==> src/rtl/serial_word_deserializer_pkg.sv <==
// Shared constants for the serial word deserializer.
// Holds the FSM state encoding and the bit-order constants.
// The bit-order values match the transmitting shift register's right_left input.
package serial_word_deserializer_pkg;

    // FSM state encoding
    localparam logic ST_IDLE = 1'b0;
    localparam logic ST_RECV = 1'b1;

    // Bit-order selection, sampled from right_left at frame start
    localparam logic DIR_LSB_FIRST = 1'b0;
    localparam logic DIR_MSB_FIRST = 1'b1;

    typedef enum logic {
        S_IDLE = ST_IDLE,
        S_RECV = ST_RECV
    } state_t;

endpackage

==> src/rtl/serial_word_deserializer.sv <==
// Deserializer: collects WIDTH serial bits on en strobes into one parallel word.
// Latency: word_out/word_valid update on the edge that captures the last bit.
// Backpressure: none upstream; an unaccepted word is overwritten and flags a sticky overrun.
module serial_word_deserializer
    import serial_word_deserializer_pkg::*;
#(
    parameter int WIDTH = 4,
    parameter int CNT_W = $clog2(WIDTH + 1)
) (
    input  logic             clock,
    input  logic             reset,
    input  logic             en,
    input  logic             start,
    input  logic             d_in,
    input  logic             right_left,
    input  logic             ack,
    output logic [WIDTH-1:0] word_out,
    output logic             word_valid,
    output logic             busy,
    output logic [CNT_W-1:0] bit_count,
    output logic             overrun
);

    state_t           state;
    logic             dir;
    logic [WIDTH-1:0] shreg;

    logic [WIDTH-1:0] shifted;
    logic [WIDTH-1:0] entry;
    logic             last_bit;
    logic             complete;

    // Next shift-register value for a data bit, and the first-bit load pattern
    always_comb begin
        shifted  = shreg;
        entry    = '0;
        if (dir == DIR_MSB_FIRST) begin
            shifted = {shreg[WIDTH-2:0], d_in};
        end else begin
            shifted = {d_in, shreg[WIDTH-1:1]};
        end
        if (right_left == DIR_MSB_FIRST) begin
            entry[0] = d_in;
        end else begin
            entry[WIDTH-1] = d_in;
        end
        last_bit = (bit_count == CNT_W'(WIDTH - 1));
        complete = (state == S_RECV) && en && !start && last_bit;
    end

    // Frame FSM, bit counter, shift register and output word/handshake state
    always_ff @(posedge clock) begin
        if (reset) begin
            state      <= S_IDLE;
            dir        <= DIR_LSB_FIRST;
            shreg      <= '0;
            bit_count  <= '0;
            word_out   <= '0;
            word_valid <= 1'b0;
            overrun    <= 1'b0;
        end else begin
            case (state)
                S_IDLE: begin
                    // en without start is ignored while idle
                    if (en && start) begin
                        shreg     <= entry;
                        bit_count <= CNT_W'(1);
                        dir       <= right_left;
                        state     <= S_RECV;
                    end
                end
                S_RECV: begin
                    if (en) begin
                        if (start) begin
                            // A new start aborts the partial frame silently
                            shreg     <= entry;
                            bit_count <= CNT_W'(1);
                            dir       <= right_left;
                        end else if (last_bit) begin
                            shreg     <= shifted;
                            word_out  <= shifted;
                            bit_count <= '0;
                            state     <= S_IDLE;
                        end else begin
                            shreg     <= shifted;
                            bit_count <= bit_count + CNT_W'(1);
                        end
                    end
                end
                default: state <= S_IDLE;
            endcase

            // A new word beats a same-cycle ack; ack only matters otherwise
            if (complete) begin
                word_valid <= 1'b1;
                if (word_valid && !ack) begin
                    overrun <= 1'b1;
                end
            end else if (ack) begin
                word_valid <= 1'b0;
            end
        end
    end

    assign busy = (state == S_RECV);

endmodule

==> config.mk <==
export PLATFORM = sky130hd
export DESIGN_NAME = serial_word_deserializer
export DESIGN_NICKNAME = d
export VERILOG_FILES = /design/src/rtl/serial_word_deserializer_pkg.sv /design/src/rtl/serial_word_deserializer.sv
export SDC_FILE = /design/constraint.sdc
export NUM_CORES = 1
export LEC_CHECK = 0
export CAP_MARGIN = 5
export CORE_MARGIN = 3
export CORE_UTILIZATION = 25
export CTS_CLUSTER_SIZE = 14
export DETAILED_ROUTE_END_ITERATION = 16
export PLACE_DENSITY_LB_ADDON = 0.1
export SLEW_MARGIN = 20
export SYNTH_ARGS = -nofsm -noshare
export SYNTH_HDL_FRONTEND = slang
export SYNTH_SLANG_ARGS = --single-unit
==> constraint.sdc <==
create_clock -name clock -period 1.25 [get_ports clock]
set_clock_uncertainty 0.05 [all_clocks]
set_input_delay 0.25 -clock clock [delete_from_list [all_inputs] [get_ports clock]]
set_output_delay 0.25 -clock clock [all_outputs]
set_load 0.01 [all_outputs]
## Yosys cells after proc, flatten, opt, wreduce, memory -nomap -nowiden

Cells that the tools add are included.
Widths: inputs -> output; s select.

| storage, ports and cells | value |
|---|---|
| bits in registers | 15 |
| bits of input ports | 7 |
| word-level logic and storage cells | 49 |

| cells by class | value |
|---|---|
| add/sub/neg operators | 1 |
| eq/ne operators | 4 |
| mux-type cells | 23 |
| bitwise gates (word level) | 2 |
| reductions and logical operators | 12 |

Operators by type and width:

| cell | number |
|---|---|
| $mux 4 | 4 |
| $mux 3 | 4 |
| $mux 1 | 11 |
| $pmux 4 s2 | 1 |
| $ne 2x2->1 const B | 3 |
| $pmux 3 s2 | 1 |
| $logic_and 1x1->1 | 5 |
| $pmux 1 s2 | 2 |
| $reduce_and 2->1 | 2 |
| $reduce_and 4->1 | 1 |
| $add 3x1->3 const B | 1 |
| $eq 3x2->1 const B | 1 |
| $reduce_and 3->1 | 1 |
| $logic_not 1->1 | 2 |
| $not 1->1 | 2 |
| $reduce_bool 2->1 | 1 |

## Logic depth before layout (Yosys ltp)

Gate-level depths: netlist of run 1.

| logic depth | value |
|---|---|
| word-level depth | 5 |
| mapped depth | 5 |
| gate-level depth less buffers | 4 |

## Least setup slack after synthesis of run 1

OpenSTA, ideal clock, no wires.

| timing | value |
|---|---|
| kind | reg-to-reg |
| start | register bit_count[0] |
| end | register word_out[0] |
| arrival time | 1.083 ns |
| data required time | 1.065 ns |
| setup slack | -0.018 ns |
| stages on the path, launching flop included | 5 |
| path through | dfxtp_1 ha_1 nand2b_1 nor3_2 a211oi_1 |

| on the way | value |
|---|---|
| longest elaborated chain between the ends | 2 |

RTL lines:

| item | line | RTL |
|---|---|---|
| start: declaration | serial_word_deserializer.sv:20 | `output logic [CNT_W-1:0] bit_count,` |
| start signal: assignment | serial_word_deserializer.sv:86 | `bit_count <= bit_count + CNT_W'(1);` |
| $eq 3x2->1 | serial_word_deserializer.sv:47 | `last_bit = (bit_count == CNT_W'(WIDTH - 1));` |
| $reduce_and 4->1 (no source line) | n/a |  |
| end signal: assignment | serial_word_deserializer.sv:81 | `word_out <= shifted;` |
| end: declaration | serial_word_deserializer.sv:17 | `output logic [WIDTH-1:0] word_out,` |

No other way between the ends.
A chain may end at the register's enable or synchronous reset.

## Final worst setup path of run 1

| timing | value |
|---|---|
| start | register bit_count[0] |
| end | output bit_count[0] |

No word-level cell between the ends.

==> results.md, run 1 <==
- Status: finished clean
- Post-synthesis compound-gate area fraction: 24.9%
- Switching portion of total power: ~26%
- RSZ-0062 raised after global routing: yes
- Top-area cell type share of the netlist area: between 40 and 50%
- Syn Inst Count: 80
- Flop pwr share: approximately 55%
- Mapped Area: around 700 um2
- Worst setup SP type: register
- Utilization after layout: between 30% and 40%
- Area grow syn2layout: 44.8%
- CP max stage delay: ~380 ps
- Pin count of the biggest net entering global routing: 12
- Final setup viols: 0
- CP bufs+invs: 1
- Leak: 0.000413 uW
- Crit path kind: reg -> out
- Clock power frac: a little under a third
- DRC violations left: 0
- Part of the Yosys area used for sequential elements: between 40 and 50%
- Global-route wire length before repair: just over 3 mm
- Worst-Margin Slew: between 300 and 400 ps
- R2R depth: 5
- Most frequent cell after synthesis: dfxtp_1
- DRT antenna net count: 0
- Worst min-delay path startpoint: en
- Num CTS Buffers: 3
- Core Rows: 18
- Synthesized Nets: 88
- Tightest Hold Check Type: in -> reg
- Largest family of logic cells by synthesized area: compound AO/OA/AOI/OAI gates
- Crit-path cells: clkdlybuf4s15_1
- Largest cells by area after synthesis: dfxtp_1 43%, a21oi_1 6.5%, nand2_1 4.8%
- Total number of vias: 670
- Syn Area/Cell: about 8.7 um2
- Slowest-stage cell, CP: dfxtp_2
- Die footprint: around 3500 um2
- Combinational power share: roughly 14%
- Final worst-path cycle share: about 96%
- Clock Pin Slew Worst Setup and Hold Paths: 100 ps
- Core area: 2570 um2
- Post-synthesis simple-gate area fraction: between 10% and 20%
- NetSw: between 200 and 250 uW
- Number of synthesized register bits: 15
- Slew margin rel.: roughly four fifths
- Die Y-Extent: around 60 um
- Final hold slack: around 390 ps
- CP endpoint kind: output port
- # fillers: between 200 and 300
- R2r startpoint: bit_count[0]
- Critical-path maximum fanout: 4
- Top_reg_cell synth: dfxtp_1
- Vias in the first global route: ~620
- Antenna Diode Count: 0
- Cell Int Power: between 600 and 700 uW
- Xor and xnor area share after synthesis: 0%
- Fin crit period: 1200 ps
- Routed Wire Length: about 1.8 mm
- Routed length per placed instance: between 10 and 15 um
- WP data arrival: roughly 900 ps
- Min-Delay Endpoint: dir
- Hold Path Depth: 4
- GR Util All Layers: a little under an eighth
- Worst vdd ir: around 0.00045 V
- CTS tree: done
- Yosys cell types: 27
- H-Tree Depth: 1
- Synth warn: 0
- Post-synthesis mux area share: 3.23%
- R2R setup slack: about 46 ps
- R2R Path End: bit_count[0]
- Commonest cells in the netlist: 15 x dfxtp_1, 9 x a21oi_1, 9 x nand2_1
- Final Wtd Congestion: ~0.76
- Vias/cell: roughly 4.9
- Max Cap Viol: 0
- Clk sinks: 15
- WP data required: 950 ps
- Global route overflow: 0
- Final hold vios: 0
- Port Buf Inserts: 16
- Max Clk Rate: about 830 MHz
- Asr flop ratio synth: 0%
- Placed wire-length estimate: 1.32 mm
- Initial antenna violation count: 0
- Synth Area in Adders: under 10%
- Max-slew violation count: 0
- Share of cells above drive strength 1: about a quarter
- Skew-Pair Late Insertion Delay: 290 ps
- Total Nets Final: between 100 and 150
- Max clock buf depth: 2
- Ports: 17
- Initial Utilization: a little over a quarter
- Top delay family on crit path: flip-flops
- Chip Width: 58.8 um
- Setup_tns: 0 ps
- Pwr per Cell Area: 911 nW/um2
- Drt pass-1 iters: 4
- Root Driver: clkbuf_4
- Largest area contributor in the netlist: dfxtp_1
- Initial DRC Count: 24
- Post-synth EDFFs: 0
## power by group through the flow
stage / clock network, uW / registers (uW) / logic [uW]
after floorplan: 0 / 510 / 60.8
after global placement: 0 / 512 / 129
after detailed placement: 0 / 512 / 129
after CTS: 303 / 501 / 126
after global routing: 328 / 505 / 145
final: 287 / 503 / 131
## cell usage in the layout, fill, tap and decap left out, types with 2 or more instances in the layout
cell	Yosys	final
dfxtp_1	15	12
buf_4	0	10
nand2_1	9	9
a21oi_1	9	9
clkdlybuf4s15_1	0	7
o21ai_0	6	5
inv_1	4	4
a31oi_1	4	4
clkdlybuf4s50_1	0	4
nand3_1	3	3
dfxtp_2	0	3
clkbuf_4	0	3
nor2b_1	2	2
a211oi_1	2	2
mux2_2	2	2
nor2_1	2	2
o21a_1	2	2
nand3b_1	2	2
dlymetal6s2s_1	0	2
dlygate4sd2_1	0	2
## flip-flops by register name, summed over array words and instances (netlist names)
register and cells:
word_valid 1, busy 1, word_out 4, dir 1, shreg 4, bit_count 3
overrun 1
## worst max path at each step
stage,from,end,cells past startpoint
after floorplan,bit_count[0],word_out[0],4
after global placement,start,word_out[0],4
after detailed placement,en,word_out[2],4
after CTS,bit_count[2],bit_count[2],1
after global routing,bit_count[0],bit_count[0],5
final,bit_count[0],bit_count[0],1
## layout make-up
| cell class | count | area (um2) | area share, % |
|---|---|---|---|
| Inverter | 4 | 15.0 | 1.49 |
| Clock buffer | 4 | 26.3 | 2.60 |
| Timing Repair Buffer | 27 | 253 | 25.0 |
| Multi-Input combinational cell | 56 | 375 | 37.1 |
| Sequential cell | 15 | 304 | 30.1 |
| Tap cell | 30 | 37.5 | 3.71 |
## per-layer routing
layer / share of wire, % / global-route usage [%] / routed length (um) / vias up
met3: 7.4 / 4.82 / 135 / 2
met5: 0 / 0 / 0 / -
met1: 46 / 15.6 / 831 / 312
li1: - / - / - / 340
met4: 0.99 / 3.88 / 18 / 0
met2: 46 / 16.7 / 831 / 16
## per-stage QoR
stage / power, uW / instance area [um2] / setup slack [ps] / cells
after global placement: 641 / 952 / -304 / 131
after detailed placement: 641 / 952 / -345 / 131
after global routing: 977 / 1010 / -19.4 / 136
after floorplan: 571 / 703 / 15.0 / 80
final: 921 / 1010 / 46.4 / 136
after CTS: 930 / 968 / 5.87 / 135
## kinds of logic (layout without fill, tap and decap cells)
| logic type | after synthesis | count (layout) |
|---|---|---|
| buffers and inverters | 9 | 35 |
| AOI/OAI and AO/OA | 28 | 28 |
| and+or+nand+nor | 25 | 25 |
| muxes | 2 | 2 |
| DFF | 15 | 15 |
| adders and majority gates | 1 | 1 |
## repair_timing
item | in CTS | in global routing
hold buffers | 0 | 0
resized for setup | 13 | 14
endpoints found under the setup margin | 15 | 14
pin swaps | 0 | 2
setup buffers | 0 | 1
No activity file was read; power rests on OpenSTA's default activity.
==> run 2, diff against run 1 <==
Settings changed: HOLD_SLACK_MARGIN from default to 0.15, REMOVE_ABC_BUFFERS from default to 1.
==> results.md, run 2 (synthesized netlist as in run 1, its figures left out) <==
- RSZ-0062 raised after global routing: yes
- Setup WS pre-CTS: -339 ps (+6.30 ps)
- Initial DRC Count: 9 (-63%)
- Max clock buf depth: 2 (unchanged)
- Vias in the first global route: 651 (+4.7%)
- Placed Instances: 131 (unchanged)
- CTS tree: done
- Crit path kind: reg -> reg
- CP endpoint kind: register
- R2R depth: 5 (unchanged)
- Leak: 0.000417 uW (+0.94%)
- Total Nets Final: 114 (-0.87%)
- Placed wire-length estimate: 1.31 mm (-1.1%)
- Root Driver: clkbuf_4
- Tightest Hold Check Type: in -> reg
- Fin crit period: 1200 ps (-3.66 ps)
- Initial Utilization: 27.2% (unchanged)
- Total number of vias: 659 (-1.6%)
- Num CTS Buffers: 3 (unchanged)
- Met2 Usage GRT: 17.7% (+0.95 points)
- Finished Layout Cells: 135 (-0.74%)
- Pwr per Cell Area: 907 nW/um2 (-0.38%)
- Die Y-Extent: 58.8 um (unchanged)
- H-Tree Depth: 1 (unchanged)
- Status: finished clean
- Chip Width: 58.8 um (unchanged)
- Area grow syn2layout: 42.7%
- Grt met3 use: 4.17% (-0.66 points)
- Drt pass-1 iters: 4 (unchanged)
- Final WS setup: 50.0 ps (+3.66 ps)
- Ports: 17 (unchanged)
- Max-slew violation count: 0 (unchanged)
- Hold Path Depth: 3 (-1)
- Worst-Margin Slew: 279 ps (-34.7 ps)
- Regs by FF count: shreg (4), word_out (4), bit_count (3)
- Final hold vios: 0 (unchanged)
- Pin count of the biggest net entering global routing: 12 (unchanged)
- CTS Hold Bufs: 0 (unchanged)
- Global-route wire length before repair: 2.93 mm (-3.4%)
- Routed Wire Length: 1.79 mm (-1.7%)
- GR Util All Layers: 11.2% (-0.45 points)
- Die footprint: 3460 um2 (unchanged)
- Max Clk Rate: 833 MHz (+0.31%)
- Most frequent cells in the layout: 12 x dfxtp_1, 9 x nand2_1, 9 x a21oi_1, 9 x buf_4, 6 x dlygate4sd2_1
- Port Buf Inserts: 16 (unchanged)
- Antenna Diode Count: 0 (unchanged)
- Critical-path maximum fanout: 5 (+1)
- Most common cell after layout, fill and taps aside: dfxtp_1
- Core area: 2570 um2 (unchanged)
- Final worst-path cycle share: 96.0% (-0.29 points)
- Max Cap Viol: 0 (unchanged)
- Core Rows: 18 (unchanged)
- Share of cells above drive strength 1: 26.7% (+3.1 points)
- Clk sinks: 15 (unchanged)
- # fillers: 291 (+6.2%)
- Skew-Pair Late Insertion Delay: 280 ps (about the same)
- DRC violations left: 0 (unchanged)
- Final hold slack: 293 ps (-93.0 ps)
- Initial antenna violation count: 0 (unchanged)
- Slew margin rel.: 81.3% (+2.3 points)
- Final setup viols: 0 (unchanged)
- Global route overflow: 0 (unchanged)
- Busiest layer in global routing: met2
- WP data arrival: 1340 ps (+440 ps)
- Met1 Use GR: 14.3% (-1.3 points)
- Worst setup SP type: register
- Footprint of the multi-input gates: 388 um2 (+3.3%)
- Clock Pin Slew Worst Setup and Hold Paths: 90 ps (about the same)
- Final Wtd Congestion: 0.729 (-4.7%)
- DRT antenna net count: 0 (unchanged)
- WP data required: 1390 ps (+440 ps)
- Sequential cell area: 304 um2 (unchanged)
- Worst vdd ir: 0.000573 V (+28%)
- Routed length per placed instance: 13.2 um (-0.92%)
- Vias/cell: 4.88 (-0.91%)
run 2: worst paths after layout:
kind / startpoint / to / slack, ps
hold reg to reg: bit_count[2] / bit_count[2] / 420
setup / recovery: bit_count[0] / bit_count[0] / 50
hold / removal: en / bit_count[0] / 290
setup reg to reg: bit_count[0] / bit_count[0] / 50
run 2: power by group:
part | switching [uW] | internal [uW]
clock | 162 | 119
combinational | 62.0 | 60.4
sequential | 10.4 | 491
run 2: area by class of cell:
| type | count | area share (%) |
|---|---|---|
| clock inverter | 1 | 0.503 |
| timing repair buffer | 26 | 22.5 |
| tap | 30 | 3.77 |
| inverter | 4 | 1.51 |
| sequential | 15 | 30.5 |
| multi-input combinational | 56 | 38.9 |
| clock buffer | 3 | 2.26 |
run 2: what timing repair did:
action                     CTS  global route
pin swaps                    0             3
setup endpoints to repair   13            15
gates resized for setup     11            19
setup buffers                0             0
run 2: critical path: stages, from the launching register on:
cell and delay (ps):
dfxtp_2 360, ha_4 170, nand2b_4 70, buf_6 120, a31oi_1 90, o31ai_1 250
run 2: routing by layer:
metal	routed length [um]	vias to the layer above	share of wire, %
li1	-	337	-
met1	828	304	46
met2	859	16	48
met3	79	2	4.4
met4	19	0	1.1
met5	0	-	0
run 2: stage by stage:
step           area (um2)  TNS [ps]  utilization [%]  power, uW
2_1_floorplan         662     -68.3                -        555
3_3_place_gp          935     -2840             36.4        634
3_5_place_dp          935     -3020             36.4        633
4_1_cts               951         0             37.0        913
5_1_grt               996     -43.9             38.8        956
6_report              996         0             38.8        904
